<file path="config.mk">
export PLATFORM = sky130hd
export DESIGN_NAME = s32_bit_adder
export DESIGN_NICKNAME = d
export VERILOG_FILES = /design/src/rtl/s32_bit_adder.sv
export SDC_FILE = /design/constraint.sdc
export NUM_CORES = 1
export LEC_CHECK = 0
export CORE_MARGIN = 1
export CORE_UTILIZATION = 25
export DETAILED_ROUTE_END_ITERATION = 8
export DONT_BUFFER_PORTS = 1
export PLACE_DENSITY = 0.4
export SYNTH_ARGS = -nofsm -noshare
export SYNTH_HDL_FRONTEND = slang
export SYNTH_SLANG_ARGS = --single-unit
</file>
<file path="constraint.sdc">
create_clock -name clk -period 0.8 [get_ports clk]
set_input_delay 0.08 -clock clk [delete_from_list [all_inputs] [get_ports clk]]
set_output_delay 0.08 -clock clk [all_outputs]
set_load 0.05 [all_outputs]
</file>
<file path="src/rtl/s32_bit_adder.sv">
// Registered 32-bit adder: eight 4-bit carry-lookahead blocks with the carry
// rippled between blocks, and one register stage on the result.
module s32_bit_adder #(
  parameter int WIDTH = 32,
  parameter int BLOCK = 4
) (
  input  logic             clk,
  input  logic             rst_n,
  input  logic [WIDTH-1:0] input_a,
  input  logic [WIDTH-1:0] input_b,
  input  logic             carry_in,
  input  logic             in_valid,
  output logic [WIDTH-1:0] sum,
  output logic             carry_out,
  output logic             overflow,
  output logic             out_valid
);

  // Handshake: valid-only, no ready. Operands present with in_valid=1 at a
  // rising edge are always accepted; out_valid=1 marks the cycle after, when
  // sum/carry_out/overflow hold that result. With in_valid=0 the result
  // registers hold and out_valid drops.

  localparam int NBLK = WIDTH / BLOCK;

  logic [WIDTH-1:0] gen;
  logic [WIDTH-1:0] prop;
  logic [WIDTH-1:0] c_bit;   // carry into each bit position
  logic [NBLK:0]    blk_c;   // carry into each lookahead block

  assign gen      = input_a & input_b;
  assign prop     = input_a ^ input_b;
  assign blk_c[0] = carry_in;

  for (genvar i = 0; i < NBLK; i++) begin : g_cla
    logic [3:0] g;
    logic [3:0] p;
    logic [4:0] c;

    assign g    = gen[BLOCK*i +: BLOCK];
    assign p    = prop[BLOCK*i +: BLOCK];
    assign c[0] = blk_c[i];
    assign c[1] = g[0] | (p[0] & c[0]);
    assign c[2] = g[1] | (p[1] & g[0]) | (p[1] & p[0] & c[0]);
    assign c[3] = g[2] | (p[2] & g[1]) | (p[2] & p[1] & g[0])
                | (p[2] & p[1] & p[0] & c[0]);
    assign c[4] = g[3] | (p[3] & g[2]) | (p[3] & p[2] & g[1])
                | (p[3] & p[2] & p[1] & g[0])
                | (p[3] & p[2] & p[1] & p[0] & c[0]);

    assign c_bit[BLOCK*i +: BLOCK] = c[3:0];
    assign blk_c[i+1]              = c[4];
  end

  logic [WIDTH-1:0] sum_next;
  logic             carry_next;
  logic             ovf_next;

  assign sum_next   = prop ^ c_bit;
  assign carry_next = blk_c[NBLK];
  // Signed overflow: carry into the MSB disagrees with carry out of it.
  assign ovf_next   = c_bit[WIDTH-1] ^ blk_c[NBLK];

  always_ff @(posedge clk or negedge rst_n) begin
    if (!rst_n) begin
      sum       <= '0;
      carry_out <= 1'b0;
      overflow  <= 1'b0;
      out_valid <= 1'b0;
    end else begin
      out_valid <= in_valid;
      if (in_valid) begin
        sum       <= sum_next;
        carry_out <= carry_next;
        overflow  <= ovf_next;
      end
    end
  end

endmodule

</file>
Word-level counts from Yosys, hierarchy flattened

Index checks and enable logic that the tools add are counted.

Register bits after elaboration: 35
Output and inout bits: 35
Word-level logic and storage cells: 216

Bitwise operators: 212

Operator list:

| kind               | count |
|---|---|
| 1-bit bitwise AND  | 128 |
| 1-bit bitwise OR   | 80 |
| 32-bit bitwise XOR | 2 |
| 32-bit bitwise AND | 1 |
| 1-bit bitwise XOR  | 1 |

Logic depth before layout (Yosys ltp)

Gate-level depths: netlist of the first run.

Word-level depth: 21
Gate-level depth with buffers: 13

Worst setup path before layout of the first run

No wires, ideal clock.

Path type: input port to flip-flop
Start: in input_a[13]
End: reg sum[28]
Arrival: 2.349 ns
Required time: 0.675 ns
Setup slack: -1.674 ns
Stages: 12
Buffers on the path: 0
Path through: ha_1 -> a21o_1 -> a21o_1 -> a21oi_2 -> o21a_1 -> o31a_1 -> inv_2 -> a21o_1 -> a31oi_1 -> o21bai_1 -> fa_1 -> mux2_2

Longest elaborated chain between the ends: 12
Elaborated cells on any way between the ends: 17

RTL lines:

| item                                                            | RTL line   | RTL |
|---|---|---|
| start, declared                                                 | 9          | `input logic [WIDTH-1:0] input_a,` |
| 32-bit bitwise AND / 32-bit bitwise XOR (equally long branches) | 31, 32     |  |
| 1-bit bitwise AND (on tied branches)                            | 47, 48, 49 |  |
| 1-bit bitwise OR (tied with other cells)                        | 47         | `assign c[4] = g[3] \| (p[3] & g[2]) \| (p[3] & p[2] & g[1])` |
| 1-bit bitwise OR / 1-bit bitwise AND (equally long branches)    | 48, 49     |  |
| 1-bit bitwise OR (*)                                            | 49         | `\| (p[3] & p[2] & p[1] & p[0] & c[0]);` |
| 1-bit bitwise AND (*)                                           | 49         |  |
| 1-bit bitwise OR (*)                                            | 49         |  |
| 1-bit bitwise AND (*)                                           | 49         |  |
| 1-bit bitwise OR (*)                                            | 49         |  |
| 1-bit bitwise AND (*)                                           | 49         |  |
| 1-bit bitwise OR (*)                                            | 49         |  |
| 32-bit bitwise XOR (*)                                          | 59         | `assign sum_next = prop ^ c_bit;` |
| via sum_next[28]                                                | 55         | `logic [WIDTH-1:0] sum_next;` |
| end signal, assigned                                            | 73         | `sum <= sum_next;` |
| end, declared                                                   | 13         | `output logic [WIDTH-1:0] sum,` |

The timed path passes the listed nets; every way through them passes the cells marked *.
A chain may end at the register's enable or synchronous reset.

Worst setup path after layout of the first run

Start: in input_b[7]
End: reg sum[28]

Longest elaborated chain between the ends: 17
Elaborated cells on any way between the ends: 24

RTL lines:

| item                                                         | RTL line   | RTL |
|---|---|---|
| start, declared                                              | 10         | `input logic [WIDTH-1:0] input_b,` |
| 32-bit bitwise XOR                                           | 32         | `assign prop = input_a ^ input_b;` |
| 1-bit bitwise AND (on tied branches)                         | 47, 48, 49 |  |
| 1-bit bitwise OR (tied with other cells) (2 in a row)        | 47         |  |
| 1-bit bitwise OR / 1-bit bitwise AND (equally long branches) | 48, 49     |  |
| 1-bit bitwise OR (*)                                         | 49         |  |
| 1-bit bitwise AND (*)                                        | 49         |  |
| 1-bit bitwise OR (*)                                         | 49         |  |
| 1-bit bitwise AND (*)                                        | 49         |  |
| 1-bit bitwise OR (*)                                         | 49         |  |
| 1-bit bitwise AND (*)                                        | 49         |  |
| 1-bit bitwise OR (*)                                         | 49         |  |
| 1-bit bitwise AND (*)                                        | 49         |  |
| 1-bit bitwise OR (*)                                         | 49         |  |
| 1-bit bitwise AND (*)                                        | 49         |  |
| 1-bit bitwise OR (*)                                         | 49         |  |
| 32-bit bitwise XOR (*)                                       | 59         |  |
| via sum_next[28]                                             | 55         |  |

Marked as above.

==> implementation parameters, run 1 <==
Parameter                              Value

Status
  Run status    complete, but fails checks
  Violated checks    negative hold slack, negative setup slack

Timing
  Final hold slack    -0.518 ns
  Worst Tran Pin Value    0.368 ns
  Worst Clk Skew    0 ns
  Endpoints failing setup    67
  Max-slew violation count    0
  Fmax    458 MHz
  Headroom to the max-slew limit    75.3%
  Final worst-path cycle share    273%
  Smallest setup slack after layout    -1.38 ns
  Unrepaired setup endpoints after global routing    yes
  Final Critical Period    2.18 ns
  Hold Fails Final Rpt    65

Detailed routing
  Starting DRT DRC Count    26
  Met2 wire length    3.19 mm
  Average via count per standard cell    4.67
  Routed vias    2400
  1st-pass router iterations    4
  Wirelength, routed    6.91 mm
  Amount of wire on met3 after detailed routing    521 um
  Post-route ant nets    0
  DR DRC count    0
  DRT met1 WL    3.18 mm
  Average detailed-routed wire length per instance    13.4 um
  Highest layer used for signal routing    met4

CTS
  TritonCTS Sinks    35
  Buffer cell driving the clock tree root    sky130_fd_sc_hd__clkbuf_8
  Clock tree from TritonCTS    done
  CTS max path bufs    2
  Clock edge transition at the registers on the reported setup and hold paths    0.08 ns
  Clk Latency, worst-skew pair    0.28 ns
  H-tree lvl count    2
  Cts bufs inserted    5

Power
  Internal power summed over all cells    0.00505 W
  Sw power    0.00338 W
  Total power after layout    0.00843 W
  Areal power density over the cells    1950 mW/mm2
  Clock share of power    16.2%
  Comb power frac    55.0%
  Fraction of power spent switching nets    40.1%
  Leakage power of the design    1.97 nW
  Part of the total power dissipated in sequential elements    28.9%
  Maximum ir drop on the vdd rail    0.934 mV

Critical path
  Endpoint arrival time on the critical path    2.35 ns
  Critical Path RT    0.97 ns
  Highest net fanout along the worst path    4
  Crit start category    primary input
  Kind of end point of the critical path    flop
  Critical Setup Path Class    in2reg

Floorplan
  Die width    106 um
  Row count    37
  Floorplan die area    0.0112 mm2
  Number of top-level design ports    103
  Core Box Area    0.0104 mm2
  Die H    106 um
  Initial core utilization    25.9%

Logic synthesis
  Instance count of the mapped netlist    266
  Count of distinct cell types in the synthesized netlist    49
  Net count after synthesis    374
  Proportion of synthesized flip-flops having asynchronous set or reset    100%
  Post-synthesis sequential element count    35
  Area of the mapped netlist    0.00269 mm2
  Post-Syn Area per Cell    10.1 um2
  Synth warnings    0
  Sequential fraction of the synthesis area    32.6%
  Main synth FF type    sky130_fd_sc_hd__dfrtp_1
  EDFF count, synth    0

GRT
  First-pass GRT wire length    11.4 mm
  Initial antenna violation count    0
  Vias in the first global route    2422
  Total congestion overflow after global routing    0
  All-layer global routing usage    12.7%
  Pin count of the biggest net entering global routing    51

Layout
  Proportion of layout cells with a drive suffix above 1    51.3%
  Post-layout nets    485
  Antenna cells    0
  Most frequent standard cell in the layout excluding fill and tap cells    sky130_fd_sc_hd__buf_4
  Fill count    1041
  Layout overhead on the synthesized area    61.0%
  Final Core Density    41.7%
  Most used cells in the layout excluding fill and tap cells    66 x sky130_fd_sc_hd__buf_4, 39 x sky130_fd_sc_hd__buf_6, 33 x sky130_fd_sc_hd__dfrtp_1

Min path
  Worst hold-check path type    in2async

Place
  GPL Wtd Cong    0.719
  HPWL reported at the end of detailed placement    5.48 mm
  I/O Buffers    0

Flow run
  Max-capacitance violation count    0
==> critical path, stage by stage <==
cell                       delay, ns
sky130_fd_sc_hd__ha_4           0.26
sky130_fd_sc_hd__and3_4         0.20
sky130_fd_sc_hd__o211ai_1       0.13
sky130_fd_sc_hd__o21ai_4        0.11
sky130_fd_sc_hd__a21oi_2        0.08
sky130_fd_sc_hd__o31a_1         0.28
sky130_fd_sc_hd__inv_2          0.07
sky130_fd_sc_hd__a21o_1         0.13
sky130_fd_sc_hd__a31oi_2        0.10
sky130_fd_sc_hd__o21bai_1       0.18
sky130_fd_sc_hd__fa_2           0.45
sky130_fd_sc_hd__mux2_2         0.26
==> area by class of cell <==
class / count / area (um2) / area share, %
flip-flops and latches: 35 / 878 / 20.3
multi-input cells: 206 / 2090 / 48.3
repair buffers: 110 / 1020 / 23.6
clock buffers: 7 / 86.3 / 2.00
clock inverters: 1 / 5.00 / 0.116
inverters: 19 / 78.8 / 1.82
well taps: 136 / 170 / 3.93
==> path summary, 6_finish.rpt <==
check / from / end / slack, ns / depth (start not counted)
min in group clk: in_valid / out_valid$_DFF_PN0_ / -0.17 / 0
worst min-delay path: rst_n / sum[4]$_DFFE_PN0P_ / -0.52 / 0
worst max-delay path: input_b[7] / sum[28]$_DFFE_PN0P_ / -1.38 / 12
worst min register to register: sum[11]$_DFFE_PN0P_ / sum[11]$_DFFE_PN0P_ / 0.51 / 2
worst max register to register: sum[19]$_DFFE_PN0P_ / sum[19]$_DFFE_PN0P_ / -0.17 / 2
max in group asynchronous: rst_n / sum[27]$_DFFE_PN0P_ / 1.22 / 0
==> synth_stat cells, types with 2 or more instances <==
| cell | instances | area, um2 |
|---|---|---|
| sky130_fd_sc_hd__o221ai_1 | 4 | 35.0 |
| sky130_fd_sc_hd__nand2_1 | 15 | 56.3 |
| sky130_fd_sc_hd__mux2_2 | 15 | 169 |
| sky130_fd_sc_hd__a21o_1 | 15 | 113 |
| sky130_fd_sc_hd__nand4_1 | 2 | 12.5 |
| sky130_fd_sc_hd__and3_1 | 2 | 12.5 |
| sky130_fd_sc_hd__nor3_1 | 2 | 10.0 |
| sky130_fd_sc_hd__o21ai_0 | 4 | 20.0 |
| sky130_fd_sc_hd__nor2_1 | 17 | 63.8 |
| sky130_fd_sc_hd__dfrtp_1 | 35 | 876 |
| sky130_fd_sc_hd__buf_1 | 5 | 18.8 |
| sky130_fd_sc_hd__xor2_1 | 4 | 35.0 |
| sky130_fd_sc_hd__xnor2_1 | 11 | 96.3 |
| sky130_fd_sc_hd__o2111ai_1 | 3 | 26.3 |
| sky130_fd_sc_hd__a21oi_1 | 16 | 80.1 |
| sky130_fd_sc_hd__a21oi_2 | 5 | 43.8 |
| sky130_fd_sc_hd__a221o_1 | 2 | 20.0 |
| sky130_fd_sc_hd__o211ai_1 | 3 | 22.5 |
| sky130_fd_sc_hd__inv_1 | 18 | 67.6 |
| sky130_fd_sc_hd__nor2b_1 | 2 | 12.5 |
| sky130_fd_sc_hd__ha_1 | 32 | 400 |
| sky130_fd_sc_hd__a211oi_1 | 4 | 30.0 |
| sky130_fd_sc_hd__a211o_1 | 2 | 17.5 |
| sky130_fd_sc_hd__o21ai_1 | 3 | 15.0 |
| sky130_fd_sc_hd__a31oi_1 | 4 | 25.0 |
| sky130_fd_sc_hd__o21a_1 | 4 | 30.0 |
| sky130_fd_sc_hd__nand3_1 | 6 | 30.0 |
| sky130_fd_sc_hd__fa_1 | 8 | 160 |
| sky130_fd_sc_hd__o21bai_1 | 3 | 22.5 |
==> power by group through the flow <==
stage                     Combinational [W]  Sequential (W)  Clock, W
final                               0.00464         0.00243   0.00136
after global routing                0.00496         0.00248   0.00151
after CTS                           0.00454         0.00244   0.00144
after detailed placement            0.00399         0.00240         0
after global placement              0.00399         0.00240         0
after floorplan                     0.00138         0.00371         0
==> flip-flops by register name (all words and copies together), names as in the netlist <==
signal     flops
sum           32
carry_out      1
overflow       1
out_valid      1
==> cell families (layout without fill, tap and decap cells) <==
| group | after synthesis | count (layout) | synth area share [%] |
|---|---|---|---|
| AOI/OAI and AO/OA | 82 | 82 | 22.2 |
| xor gates and xnor gates | 15 | 15 | 4.89 |
| adders and majority gates | 40 | 40 | 20.9 |
| buffers and inverters | 25 | 137 | 3.49 |
| DFF | 35 | 35 | 32.6 |
| muxes | 16 | 16 | 6.84 |
| and+or+nand+nor | 53 | 53 | 9.17 |
==> per-layer routing <==
metal,GRT usage [%],up-vias
met5,0,-
met4,1.79,0
met3,4.08,2
met2,20.8,68
met1,16.6,1136
li1,-,1194
==> through the flow <==
stage / setup WS, ns / cell area (um2) / TNS, ns / instances
2_1_floorplan: -1.55 / 2900 / -31.34 / 266
3_3_place_gp: -1.73 / 3770 / -39.23 / 489
3_5_place_dp: -1.74 / 3770 / -39.48 / 489
4_1_cts: -1.41 / 4190 / -35.20 / 508
5_1_grt: -1.48 / 4330 / -38.09 / 514
6_report: -1.38 / 4330 / -34.32 / 514
==> what timing repair did <==
item,CTS,global route
hold endpoints to repair,66,66
buffers inserted,13,8
gates resized for setup,60,17
setup endpoints to repair,67,68
pin swaps,25,19
No activity file was read; power rests on OpenSTA's default activity.
==> inputs of run 2 (changes only) <==
- ABC_AREA: unset -> 1
- CELL_PAD_IN_SITES_DETAIL_PLACEMENT: unset -> 1
- CELL_PAD_IN_SITES_GLOBAL_PLACEMENT: unset -> 2
- PLACE_DENSITY: 0.4 -> 0.61
==> implementation parameters, run 2 <==
Parameter                              Value

Place
  Worst-case setup slack after placement    -1.28 ns
  HPWL reported at the end of detailed placement    5.59 mm
  Placed standard-cell area    0.00362 mm2
  I/O Buffers    0
  GPL Wtd Cong    0.748

Logic synthesis
  Ranking of synthesized cells by area    sky130_fd_sc_hd__dfrtp_1 33%, sky130_fd_sc_hd__ha_1 15%, sky130_fd_sc_hd__nand2_1 11%, sky130_fd_sc_hd__fa_1 6.1%, sky130_fd_sc_hd__nand2_4 4.3%
  Post-Syn Area per Cell    8.56 um2
  Sequential fraction of the synthesis area    33.2%
  Post-synth top area share    33.2%
  Most used standard cells in the synthesized netlist    80 x sky130_fd_sc_hd__nand2_1, 35 x sky130_fd_sc_hd__dfrtp_1, 32 x sky130_fd_sc_hd__ha_1
  Count of distinct cell types in the synthesized netlist    28
  Net count after synthesis    416
  Multiplexer share of the synthesized area    0%
  Instance count of the mapped netlist    308
  Main synth FF type    sky130_fd_sc_hd__dfrtp_1
  Post-synthesis sequential element count    35
  EDFF count, synth    0
  Proportion of synthesized flip-flops having asynchronous set or reset    100%
  Post-synthesis share of cell area spent on xor and xnor gates    6.32%
  Compound-gate portion of the synthesized area    10.2%
  Post-synthesis share of cell area spent on full adders, half adders and majority gates    21.3%
  Main combinational cell family by area after synthesis    simple AND/OR/NAND/NOR gates
  Most area-hungry cell type in the Yosys netlist    sky130_fd_sc_hd__dfrtp_1
  Area of the mapped netlist    0.00264 mm2
  Synth warnings    0
  Simple logic cell fraction of the synthesized area    24.5%
  Dominant cell by count in the synthesized netlist    sky130_fd_sc_hd__nand2_1

Critical path
  R2R Path Start    sum[31]$_DFFE_PN0P_
  Highest net fanout along the worst path    4
  Critical R2R Capture    sum[31]$_DFFE_PN0P_
  Kind of end point of the critical path    flop
  Reg2reg setup slack    -0.06 ns
  Endpoint arrival time on the critical path    1.98 ns
  Reg2reg path depth    4
  Crit start category    primary input
  Critical Setup Path Class    in2reg
  Critical Path RT    1.02 ns

Floorplan
  Die H    105 um
  Core Box Area    0.0103 mm2
  Number of top-level design ports    103
  Die width    105 um
  Floorplan die area    0.0110 mm2
  Initial core utilization    25.6%
  Row count    37

GRT
  First-pass GRT wire length    12.3 mm
  Vias in the first global route    2684
  All-layer global routing usage    13.6%
  Initial antenna violation count    0
  Pin count of the biggest net entering global routing    36
  Total congestion overflow after global routing    0

Timing
  Headroom to the max-slew limit    78.7%
  Smallest setup slack after layout    -0.958 ns
  Worst Clk Skew    0 ns
  Fmax    569 MHz
  Final hold slack    -0.525 ns
  Max-slew violation count    0
  Hold Fails Final Rpt    48
  Unrepaired setup endpoints after global routing    yes
  Final worst-path cycle share    220%
  Endpoints failing setup    66
  Final Critical Period    1.76 ns
  Worst Tran Pin Value    0.317 ns

CTS
  Clock edge transition at the registers on the reported setup and hold paths    0.08 ns
  H-tree lvl count    2
  Cts bufs inserted    5
  TritonCTS Sinks    35
  Clock tree from TritonCTS    done
  CTS max path bufs    2
  Buffer cell driving the clock tree root    sky130_fd_sc_hd__clkbuf_8
  Clk Latency, worst-skew pair    0.28 ns

Detailed routing
  Starting DRT DRC Count    41
  Post-route ant nets    0
  DR DRC count    0
  Average detailed-routed wire length per instance    13.1 um
  1st-pass router iterations    4
  Routed vias    2473
  Wirelength, routed    7.26 mm
  Average via count per standard cell    4.45

Layout
  Final Cell Area    0.00426 mm2
  Post-layout nets    527
  Antenna cells    0
  Proportion of layout cells with a drive suffix above 1    48.3%
  Layout overhead on the synthesized area    61.8%
  Most used cells in the layout excluding fill and tap cells    70 x sky130_fd_sc_hd__nand2_1, 68 x sky130_fd_sc_hd__buf_4, 40 x sky130_fd_sc_hd__buf_6
  Most flop-heavy register    sum
  Most frequent standard cell in the layout excluding fill and tap cells    sky130_fd_sc_hd__nand2_1
  Max FFs per register    32

Status
  Violated checks    negative hold slack, negative setup slack
  Run status    complete, but fails checks

Power
  Maximum ir drop on the vdd rail    0.795 mV
  Areal power density over the cells    2030 mW/mm2
  Leakage power of the design    2.08 nW

Flow run
  Max-capacitance violation count    0

Min path
  Worst hold-check path type    in2async
-- run 2: changes by cell type after synthesis, sizes merged, moves of 6 or more --
cell | before | now
a21o | 15 | 0
nand2 | 16 | 97
nand3 | 6 | 22
o21ai | 8 | 23
mux2 | 16 | 0
xor2 | 4 | 10
-- run 2: logic make-up (layout without fill, tap and decap cells) --
logic type / after synthesis / count (layout)
simple gates: 135 / 135
compound gates: 50 / 50
fa+ha+maj: 40 / 40
flops: 35 / 35
buf+inv: 29 / 141
xor+xnor: 19 / 19
-- run 2: routing by layer --
| metal | part of all wire [%] | wire length, um | global-route usage [%] | up-vias |
|---|---|---|---|---|
| li1 | - | - | - | 1231 |
| met1 | 43 | 3090 | 16.5 | 1186 |
| met2 | 52 | 3760 | 24.9 | 56 |
| met3 | 5.6 | 405 | 3.62 | 0 |
| met4 | 0 | 0 | 1.21 | 0 |
| met5 | 0 | 0 | 0 | - |
-- run 2: power breakdown --
group	switching [W]	internal [W]
clock	0.000687	0.00124
sequential	0.000248	0.00210
combinational	0.00241	0.00195
total	0.00334	0.00529
-- run 2: timing repair --
action,CTS,global route
buffers inserted,13,14
endpoints found under the hold margin,48,48
gates resized for setup,69,20
pin swaps,26,26
setup endpoints to repair,65,66
-- run 2: final cells by class --
cell class	instances	area [um2]
clock buffer	5	68.8
clock inverter	3	67.6
fill	1201	6010
inverter	22	91.3
multi-input combinational	244	1970
sequential	35	880
tap	136	170
timing repair buffer	111	1020
-- run 2: critical path, cell delays in order --
cell                      delay (ns)
sky130_fd_sc_hd__ha_4           0.23
sky130_fd_sc_hd__a21oi_2        0.13
sky130_fd_sc_hd__nand2_1        0.07
sky130_fd_sc_hd__nor2_2         0.16
sky130_fd_sc_hd__nand2_4        0.07
sky130_fd_sc_hd__nand2_4        0.07
sky130_fd_sc_hd__nand2_4        0.06
sky130_fd_sc_hd__nand2_4        0.07
sky130_fd_sc_hd__nand2_4        0.05
sky130_fd_sc_hd__nand2_4        0.06
sky130_fd_sc_hd__nand2_4        0.05
sky130_fd_sc_hd__nand2_4        0.07
sky130_fd_sc_hd__nand2_4        0.06
sky130_fd_sc_hd__nand2_4        0.07
sky130_fd_sc_hd__nand2_4        0.05
sky130_fd_sc_hd__fa_2           0.53
sky130_fd_sc_hd__nand2_1        0.05
sky130_fd_sc_hd__nand2_1        0.04
-- run 2: worst max path at each step --
| stage | from | to | slack (ns) | cells after the start |
|---|---|---|---|---|
| floorplan | input_b[1] | sum[28]$_DFFE_PN0P_ | -1.22 | 20 |
| global placement | input_a[7] | sum[29]$_DFFE_PN0P_ | -1.24 | 18 |
| detailed placement | input_a[7] | sum[29]$_DFFE_PN0P_ | -1.28 | 18 |
| CTS | input_a[7] | sum[28]$_DFFE_PN0P_ | -0.93 | 18 |
| global route | input_a[7] | sum[29]$_DFFE_PN0P_ | -1.05 | 18 |
| finish | input_a[7] | sum[28]$_DFFE_PN0P_ | -0.96 | 18 |
-- run 2: through the flow --
step                TNS, ns  hold WS (ns)  power, W  utilization (%)  cells
global route         -29.59        -0.545   0.00917             41.5    556
floorplan            -22.47        -0.216   0.00471                -    308
finish               -25.42        -0.525   0.00864             41.5    556
global placement     -27.67        -0.215   0.00589             35.2    523
CTS                  -24.82        -0.542   0.00852             39.8    543
detailed placement   -29.11        -0.215   0.00596             35.2    523
